### config.mk
export PLATFORM = sky130hd
export DESIGN_NAME = tc_dot_reduce
export DESIGN_NICKNAME = d
export VERILOG_FILES = /design/src/rtl/tc_dot_reduce.sv
export SDC_FILE = /design/constraint.sdc
export NUM_CORES = 1
export LEC_CHECK = 0
export BUFFER_PORTS_ARGS = -buffer_cell sky130_fd_sc_hd__buf_2
export CAP_MARGIN = 20
export CORE_MARGIN = 5
export CORE_UTILIZATION = 53
export CTS_CLUSTER_DIAMETER = 60
export CTS_CLUSTER_SIZE = 28
export DETAILED_ROUTE_END_ITERATION = 8
export PLACE_DENSITY = 0.85
export SETUP_SLACK_MARGIN = 0.5
export SYNTH_ARGS = -nofsm -noshare
export SYNTH_HDL_FRONTEND = slang
export SYNTH_SLANG_ARGS = --single-unit
export TNS_END_PERCENT = 20
### constraint.sdc
create_clock -name clk -period 10 [get_ports clk]
set_clock_uncertainty 0.1 [all_clocks]
set_input_delay 1.5 -clock clk [delete_from_list [all_inputs] [get_ports clk]]
set_output_delay 1.5 -clock clk [all_outputs]
set_load 0.01 [all_outputs]
### src/rtl/tc_dot_reduce.sv
// Dot-product reduction: pipelined binary adder tree over SHAPE_K product lanes,
// then accumulate with C and saturate to ACC_WIDTH. Sideband rides alongside each beat.
module tc_dot_reduce #(
  parameter int SHAPE_K       = 8,
  parameter int ELEMENT_WIDTH = 9,
  parameter int ACC_WIDTH     = 16,
  parameter int CTRL_C_WIDTH  = 16,
  parameter int DEPTH_WARP    = 4
) (
  input  logic                             clk,
  input  logic                             rst,
  input  logic [SHAPE_K*ELEMENT_WIDTH-1:0] prod_i,
  input  logic [4:0]                       fflags_i,
  input  logic [ACC_WIDTH-1:0]             c_i,
  input  logic [CTRL_C_WIDTH-1:0]          ctrl_c_i,
  input  logic [2:0]                       ctrl_rm_i,
  input  logic [7:0]                       ctrl_reg_idxw_i,
  input  logic [DEPTH_WARP-1:0]            ctrl_warpid_i,
  input  logic                             in_valid_i,
  output logic                             in_ready_o,
  output logic                             out_valid_o,
  input  logic                             out_ready_i,
  output logic [ACC_WIDTH-1:0]             result_o,
  output logic [4:0]                       fflags_o,
  output logic [CTRL_C_WIDTH-1:0]          ctrl_c_o,
  output logic [2:0]                       ctrl_rm_o,
  output logic [7:0]                       ctrl_reg_idxw_o,
  output logic [DEPTH_WARP-1:0]            ctrl_warpid_o
);

  localparam int LOG2K = $clog2(SHAPE_K);
  localparam int TW    = ELEMENT_WIDTH + LOG2K;
  localparam int FW    = ((TW > ACC_WIDTH) ? TW : ACC_WIDTH) + 1;
  localparam int SW    = 5 + ACC_WIDTH + CTRL_C_WIDTH + 3 + 8 + DEPTH_WARP;

  localparam logic signed [FW-1:0] SAT_MAX = {{(FW-ACC_WIDTH+1){1'b0}}, {(ACC_WIDTH-1){1'b1}}};
  localparam logic signed [FW-1:0] SAT_MIN = {{(FW-ACC_WIDTH+1){1'b1}}, {(ACC_WIDTH-1){1'b0}}};

  logic                 en;
  logic [LOG2K:1]       vld_q;
  logic [SW-1:0]        side_q [1:LOG2K];
  logic [SW-1:0]        side_d;
  logic [TW-1:0]        leaf [0:SHAPE_K-1];
  // Heap-ordered tree: node i sums children 2i and 2i+1; nodes >= SHAPE_K/2 take leaves.
  logic [TW-1:0]        node_q [1:SHAPE_K-1];

  logic [4:0]              ff_l;
  logic [ACC_WIDTH-1:0]    c_l;
  logic [CTRL_C_WIDTH-1:0] cc_l;
  logic [2:0]              rm_l;
  logic [7:0]              idx_l;
  logic [DEPTH_WARP-1:0]   wid_l;

  logic signed [FW-1:0]  tree_ext, c_ext, full;
  logic                  sat_pos, sat_neg, sat;
  logic [ACC_WIDTH-1:0]  result_d;
  logic [4:0]            fflags_d;

  logic                    out_valid_q;
  logic [ACC_WIDTH-1:0]    result_q;
  logic [4:0]              fflags_q;
  logic [CTRL_C_WIDTH-1:0] ctrl_c_q;
  logic [2:0]              ctrl_rm_q;
  logic [7:0]              ctrl_reg_idxw_q;
  logic [DEPTH_WARP-1:0]   ctrl_warpid_q;

  assign en         = ~out_valid_q | out_ready_i;
  assign in_ready_o = en;
  assign side_d     = {fflags_i, c_i, ctrl_c_i, ctrl_rm_i, ctrl_reg_idxw_i, ctrl_warpid_i};

  always_comb begin
    for (int j = 0; j < SHAPE_K; j++) begin
      leaf[j] = {{LOG2K{prod_i[j*ELEMENT_WIDTH+ELEMENT_WIDTH-1]}}, prod_i[j*ELEMENT_WIDTH +: ELEMENT_WIDTH]};
    end
  end

  always_ff @(posedge clk or posedge rst) begin
    if (rst) begin
      vld_q <= '0;
      for (int i = 1; i <= LOG2K; i++) side_q[i] <= '0;
      for (int i = 1; i < SHAPE_K; i++) node_q[i] <= '0;
    end else if (en) begin
      vld_q[1]  <= in_valid_i;
      side_q[1] <= side_d;
      for (int i = 2; i <= LOG2K; i++) begin
        vld_q[i]  <= vld_q[i-1];
        side_q[i] <= side_q[i-1];
      end
      for (int i = SHAPE_K/2; i < SHAPE_K; i++) begin
        node_q[i] <= leaf[2*i-SHAPE_K] + leaf[2*i-SHAPE_K+1];
      end
      for (int i = 1; i < SHAPE_K/2; i++) begin
        node_q[i] <= node_q[2*i] + node_q[2*i+1];
      end
    end
  end

  assign {ff_l, c_l, cc_l, rm_l, idx_l, wid_l} = side_q[LOG2K];

  always_comb begin
    tree_ext = {{(FW-TW){node_q[1][TW-1]}}, node_q[1]};
    c_ext    = {{(FW-ACC_WIDTH){c_l[ACC_WIDTH-1]}}, c_l};
    full     = tree_ext + c_ext;
    sat_pos  = full > SAT_MAX;
    sat_neg  = full < SAT_MIN;
    sat      = sat_pos | sat_neg;
    result_d = full[ACC_WIDTH-1:0];
    if (sat_pos) result_d = {1'b0, {(ACC_WIDTH-1){1'b1}}};
    if (sat_neg) result_d = {1'b1, {(ACC_WIDTH-1){1'b0}}};
    fflags_d = ff_l | {2'b00, sat, 1'b0, sat};
  end

  always_ff @(posedge clk or posedge rst) begin
    if (rst) begin
      out_valid_q     <= 1'b0;
      result_q        <= '0;
      fflags_q        <= '0;
      ctrl_c_q        <= '0;
      ctrl_rm_q       <= '0;
      ctrl_reg_idxw_q <= '0;
      ctrl_warpid_q   <= '0;
    end else if (en) begin
      out_valid_q <= vld_q[LOG2K];
      // Data only moves on real beats so bubbles leave the last result visible.
      if (vld_q[LOG2K]) begin
        result_q        <= result_d;
        fflags_q        <= fflags_d;
        ctrl_c_q        <= cc_l;
        ctrl_rm_q       <= rm_l;
        ctrl_reg_idxw_q <= idx_l;
        ctrl_warpid_q   <= wid_l;
      end
    end
  end

  assign out_valid_o     = out_valid_q;
  assign result_o        = result_q;
  assign fflags_o        = fflags_q;
  assign ctrl_c_o        = ctrl_c_q;
  assign ctrl_rm_o       = ctrl_rm_q;
  assign ctrl_reg_idxw_o = ctrl_reg_idxw_q;
  assign ctrl_warpid_o   = ctrl_warpid_q;

endmodule

Word level (Yosys, flattened, before mapping)

Index checks and enable logic that the tools add are counted.

Flip-flop bits (word level): 296
Bits of input ports: 128
Output and inout port bits: 54
Word-level logic and storage cells: 35

Add/subtract/negate cells: 8
$lt $le $gt $ge: 2
Multiplexer cells: 2
Bitwise logic cells: 4
Reduce and logical (&&, ||, !) cells: 1

Operator list:

| operator                                                        | count |
|---|---|
| adder 9 x 9 -> 10 bit                                           | 4 |
| adder 12 bit                                                    | 3 |
| two-way mux 16 bit                                              | 2 |
| adder 12 x 16 -> 17 bit                                         | 1 |
| greater-than comparator 17 x 16 -> 1 bit, second input constant | 1 |
| less-than comparator 17 x 16 -> 1 bit, second input constant    | 1 |
| bitwise OR 5 x 3 -> 5 bit                                       | 1 |
| bitwise OR 1 bit                                                | 2 |
| AND reduction 2 bit                                             | 1 |
| NOT 1 bit                                                       | 1 |

Depth between registers and ports, before layout

Depth in word-level cells: 4
Mapped depth: 12
Depth with buffers taken out: 11

Least setup slack after synthesis

No wires, ideal clock.

Kind: input to output
Start: in out_ready_i
End: out in_ready_o
Arrival time: 2336 ps
Data required time: 8400 ps
Slack: 6064 ps
Stages on the path: 5
Path buffers: 3
Cells stage by stage: nor2b_1 clkbuf_1 inv_1 clkbuf_1 clkbuf_1

Longest elaborated chain between the ends: 1

Ends and longest elaborated chain:

| what               | line | RTL |
|---|---|---|
| start: declaration | 22   | `input logic out_ready_i,` |
| bitwise OR 1 bit   | 67   | `assign en = ~out_valid_q \| out_ready_i;` |
| end: declaration   | 20   | `output logic in_ready_o,` |

Every way passes these cells.

Worst setup path in the final report

Ends and elaborated chain as after synthesis.

==> results.sh <==
export IMPL_hold_depth=2
export IMPL_postSynthAreaPerCell_um2=9.235
export IMPL_cts_resized=0
export IMPL_synthTopCellsByArea="dfrtp_1 51%, nand2_1 15%, ha_1 7.4%"
export IMPL_syn_num_nets=1735
export IMPL_syn_area_um2=14000
export IMPL_numCtsBuffers=20
export IMPL_drc=0
export IMPL_crit_type="in -> out"
export IMPL_yosys_area_top_type="dfrtp_1"
export IMPL_holdBufCountCts=0
export IMPL_clock_sink_count=288
export IMPL_antenna_found_initial=1
export IMPL_filler_cell_count=2135
export IMPL_finalHoldViolCount=0
export IMPL_hp_class="reg -> reg"
export IMPL_setup_violations=0
export IMPL_dr_pass1_iters=5
export IMPL_yosys_warnings=0
export IMPL_drive_gt1_share_pct=17.34
export IMPL_tightest_slew_ns=1.032
export IMPL_p_clk_share_pct=16.6
export IMPL_synth_most_common_cell="nand2_1"
export IMPL_viasPerCell=5.261
export IMPL_cp_data_arrival_time_ns=2.70
export IMPL_timing_fmax_ghz=0.2324
export IMPL_cap_violations=0
export IMPL_grt_pass1_vias=10570
export IMPL_synth_seq_area_share_pct=51.48
export IMPL_synth_edf_count=0
export IMPL_max_slew_margin_rel_pct=31.22
export IMPL_cts_setup_buffers=0
export IMPL_p_switching_w=0.002149
export IMPL_period_minus_slack_ns=4.303
export IMPL_path_clk_slew_ns=0.09
export IMPL_insertion_delay_ns=0.53
export IMPL_endpoint_kind="output port"
export IMPL_rows=59
export IMPL_period_share_pct=43.03
export IMPL_clockBufferDepth=3
export IMPL_place_hpwl_um=20180
export IMPL_synthDistinctLibCells=55
export IMPL_drtIter0Drc=868
export IMPL_async_flop_share_pct=100.0
export IMPL_die_y_um=172.5
export IMPL_start_kind="input port"
export IMPL_power_internal_w=0.003152
export IMPL_dieArea_um2=29760
export IMPL_dieWidth_um=172.5
export IMPL_areaGrowthSynthToFinish_pct=13.52
export IMPL_seqPwrFrac_pct=37.3
export IMPL_rsz0062_at_grt="no"
export IMPL_final_setup_tns_ns=0
export IMPL_io_pins=182
export IMPL_initial_core_util_pct=53.72
export IMPL_port_buffers=181
export IMPL_final_net_count=1884
export IMPL_grt_pass1_wl_um=49930
export IMPL_htreeDepth=1
export IMPL_gp_congestion=0.8731
export IMPL_ys_flop_type="dfrtp_1"
export IMPL_utilization_pct=60.99
export IMPL_cellPowerDensity_nw_per_um2=333.5
export IMPL_critPathRequiredTime_ns=8.40
export IMPL_wl_per_cell_um=14.39
export IMPL_syn_inst=1516
export IMPL_ys_ff_latch=288
export IMPL_grt_max_degree=168
export IMPL_vias=10600
export IMPL_netSwitchingFraction_pct=40.55
export IMPL_grt_total_usage_pct=19.30
export IMPL_slew_violations=0
export IMPL_power_frac_comb_pct=46.1
export IMPL_synth_top_area_share_pct=51.48
export IMPL_r2r_cells=7
export IMPL_routed_wirelength_um=28990
export IMPL_path_max_fanout=60
export IMPL_grt_overflow=0
export IMPL_p_total_w=0.005301
export IMPL_core_area_um2=26060
export IMPL_synth_common_cells="567 x nand2_1, 288 x dfrtp_1, 83 x ha_1, 75 x inv_1, 71 x a21oi_1"
export IMPL_max_vdd_ir_drop_uv=249.6
export IMPL_cts_tree="done"
export IMPL_ant_nets=0
export IMPL_clockRootBuffer="clkbuf_16"
export IMPL_leakagePower_nw=8.240
export IMPL_outcome="finished, final reports clean"
export IMPL_whs_ns=0.3650
[layout by cell type, fill, tap and decap left out, types with 3 or more instances in the layout]
| cell | count |
|---|---|
| maj3_2 | 9 |
| buf_2 | 181 |
| fa_1 | 8 |
| o21a_1 | 8 |
| buf_4 | 8 |
| a21boi_0 | 14 |
| a221o_1 | 4 |
| a21oi_1 | 71 |
| nor2_1 | 58 |
| inv_12 | 3 |
| o21ai_1 | 8 |
| and3_1 | 4 |
| inv_1 | 73 |
| o21ai_0 | 70 |
| inv_6 | 3 |
| mux2_2 | 35 |
| nand2_1 | 566 |
| ha_1 | 83 |
| a31oi_1 | 5 |
| nor3b_1 | 6 |
| o21ai_2 | 4 |
| clkbuf_16 | 20 |
| or3_1 | 4 |
| clkinv_8 | 5 |
| o31ai_1 | 20 |
| nor2b_1 | 13 |
| xnor2_1 | 20 |
| nor3_1 | 14 |
| a21o_1 | 9 |
| xor2_1 | 17 |
| maj3_1 | 6 |
| dfrtp_1 | 288 |
[cells by family (layout without fill, tap and decap cells)]
| family | Yosys count | count (layout) | synth area share [%] |
|---|---|---|---|
| muxes | 36 | 36 | 2.887 |
| adders and majority gates | 106 | 106 | 9.715 |
| and+or+nand+nor | 678 | 678 | 19.13 |
| AOI/OAI and AO/OA | 231 | 231 | 10.43 |
| DFF | 288 | 288 | 51.48 |
| buffers and inverters | 138 | 300 | 3.807 |
| other | 0 | 1 | 0 |
| xor gates and xnor gates | 39 | 39 | 2.547 |
[layout make-up]
cell class	instances	area, µm²	area share (%)
clock inverter	15	217.7	1.370
multi-input combinational	1090	6270	39.45
antenna	1	2.502	0.01575
timing repair buffer	190	985.9	6.204
clock buffer	20	500.5	3.149
inverter	75	290.3	1.826
sequential	288	7207	45.35
tap	335	419.2	2.637
[registers in the layout (all words and copies together), names as in the netlist]
| signal | count |
|---|---|
| c_ext | 16 |
| cc_l | 16 |
| ctrl_c_o | 16 |
| ctrl_reg_idxw_o | 8 |
| ctrl_rm_o | 3 |
| ctrl_warpid_o | 4 |
| ff_l | 5 |
| fflags_o | 5 |
| idx_l | 8 |
| node_q | 76 |
| out_valid_o | 1 |
| result_o | 16 |
| rm_l | 3 |
| side_q | 108 |
| vld_q | 3 |
[power by group through the flow]
stage               clock network [W]  logic [W]  registers, W
floorplan                           0    0.00191       0.00196
global placement                    0    0.00232       0.00197
detailed placement                  0    0.00243       0.00200
CTS                          0.000897    0.00246       0.00198
global route                 0.000939    0.00278       0.00204
finish                       0.000879    0.00244       0.00198
[per-layer routing]
metal	GRT usage [%]	wire length, µm	up-vias
li1	-	-	5240
met1	26.86	13060	5058
met2	31.94	13880	249
met3	2.875	1352	49
met4	5.150	691	0
met5	0	0	-
[metrics by stage]
| stage | setup slack, ns | area [µm²] | instances |
|---|---|---|---|
| after floorplan | 4.581 | 14000 | 1516 |
| after detailed placement | 5.459 | 15170 | 1978 |
| after global routing | 5.608 | 15890 | 2014 |
| final | 5.697 | 15890 | 2014 |
| after global placement | 5.497 | 15170 | 1978 |
| after CTS | 5.691 | 15890 | 2013 |
[path summary, 6_finish.rpt]
check	from	to	slack [ns]
setup / recovery	out_ready_i	in_ready_o	5.70
hold / removal	side_q[141]$_DFFE_PP0N_	side_q[89]$_DFFE_PP0N_	0.37
setup reg to reg	out_valid_o$_DFFE_PP0N_	fflags_o[0]$_DFFE_PP0P_	6.59
hold reg to reg	side_q[141]$_DFFE_PP0N_	side_q[89]$_DFFE_PP0N_	0.37
max in group asynchronous	rst	node_q[8]$_DFFE_PP0N_	7.23
min in group asynchronous	rst	ff_l[4]$_DFFE_PP0N_	1.18
[critical path, stage by stage]
cell     delay, ns
buf_2         0.11
nor2b_4       0.09
buf_4         0.51
inv_6         0.23
buf_2         0.22
Power figures use the tool's default switching activity.
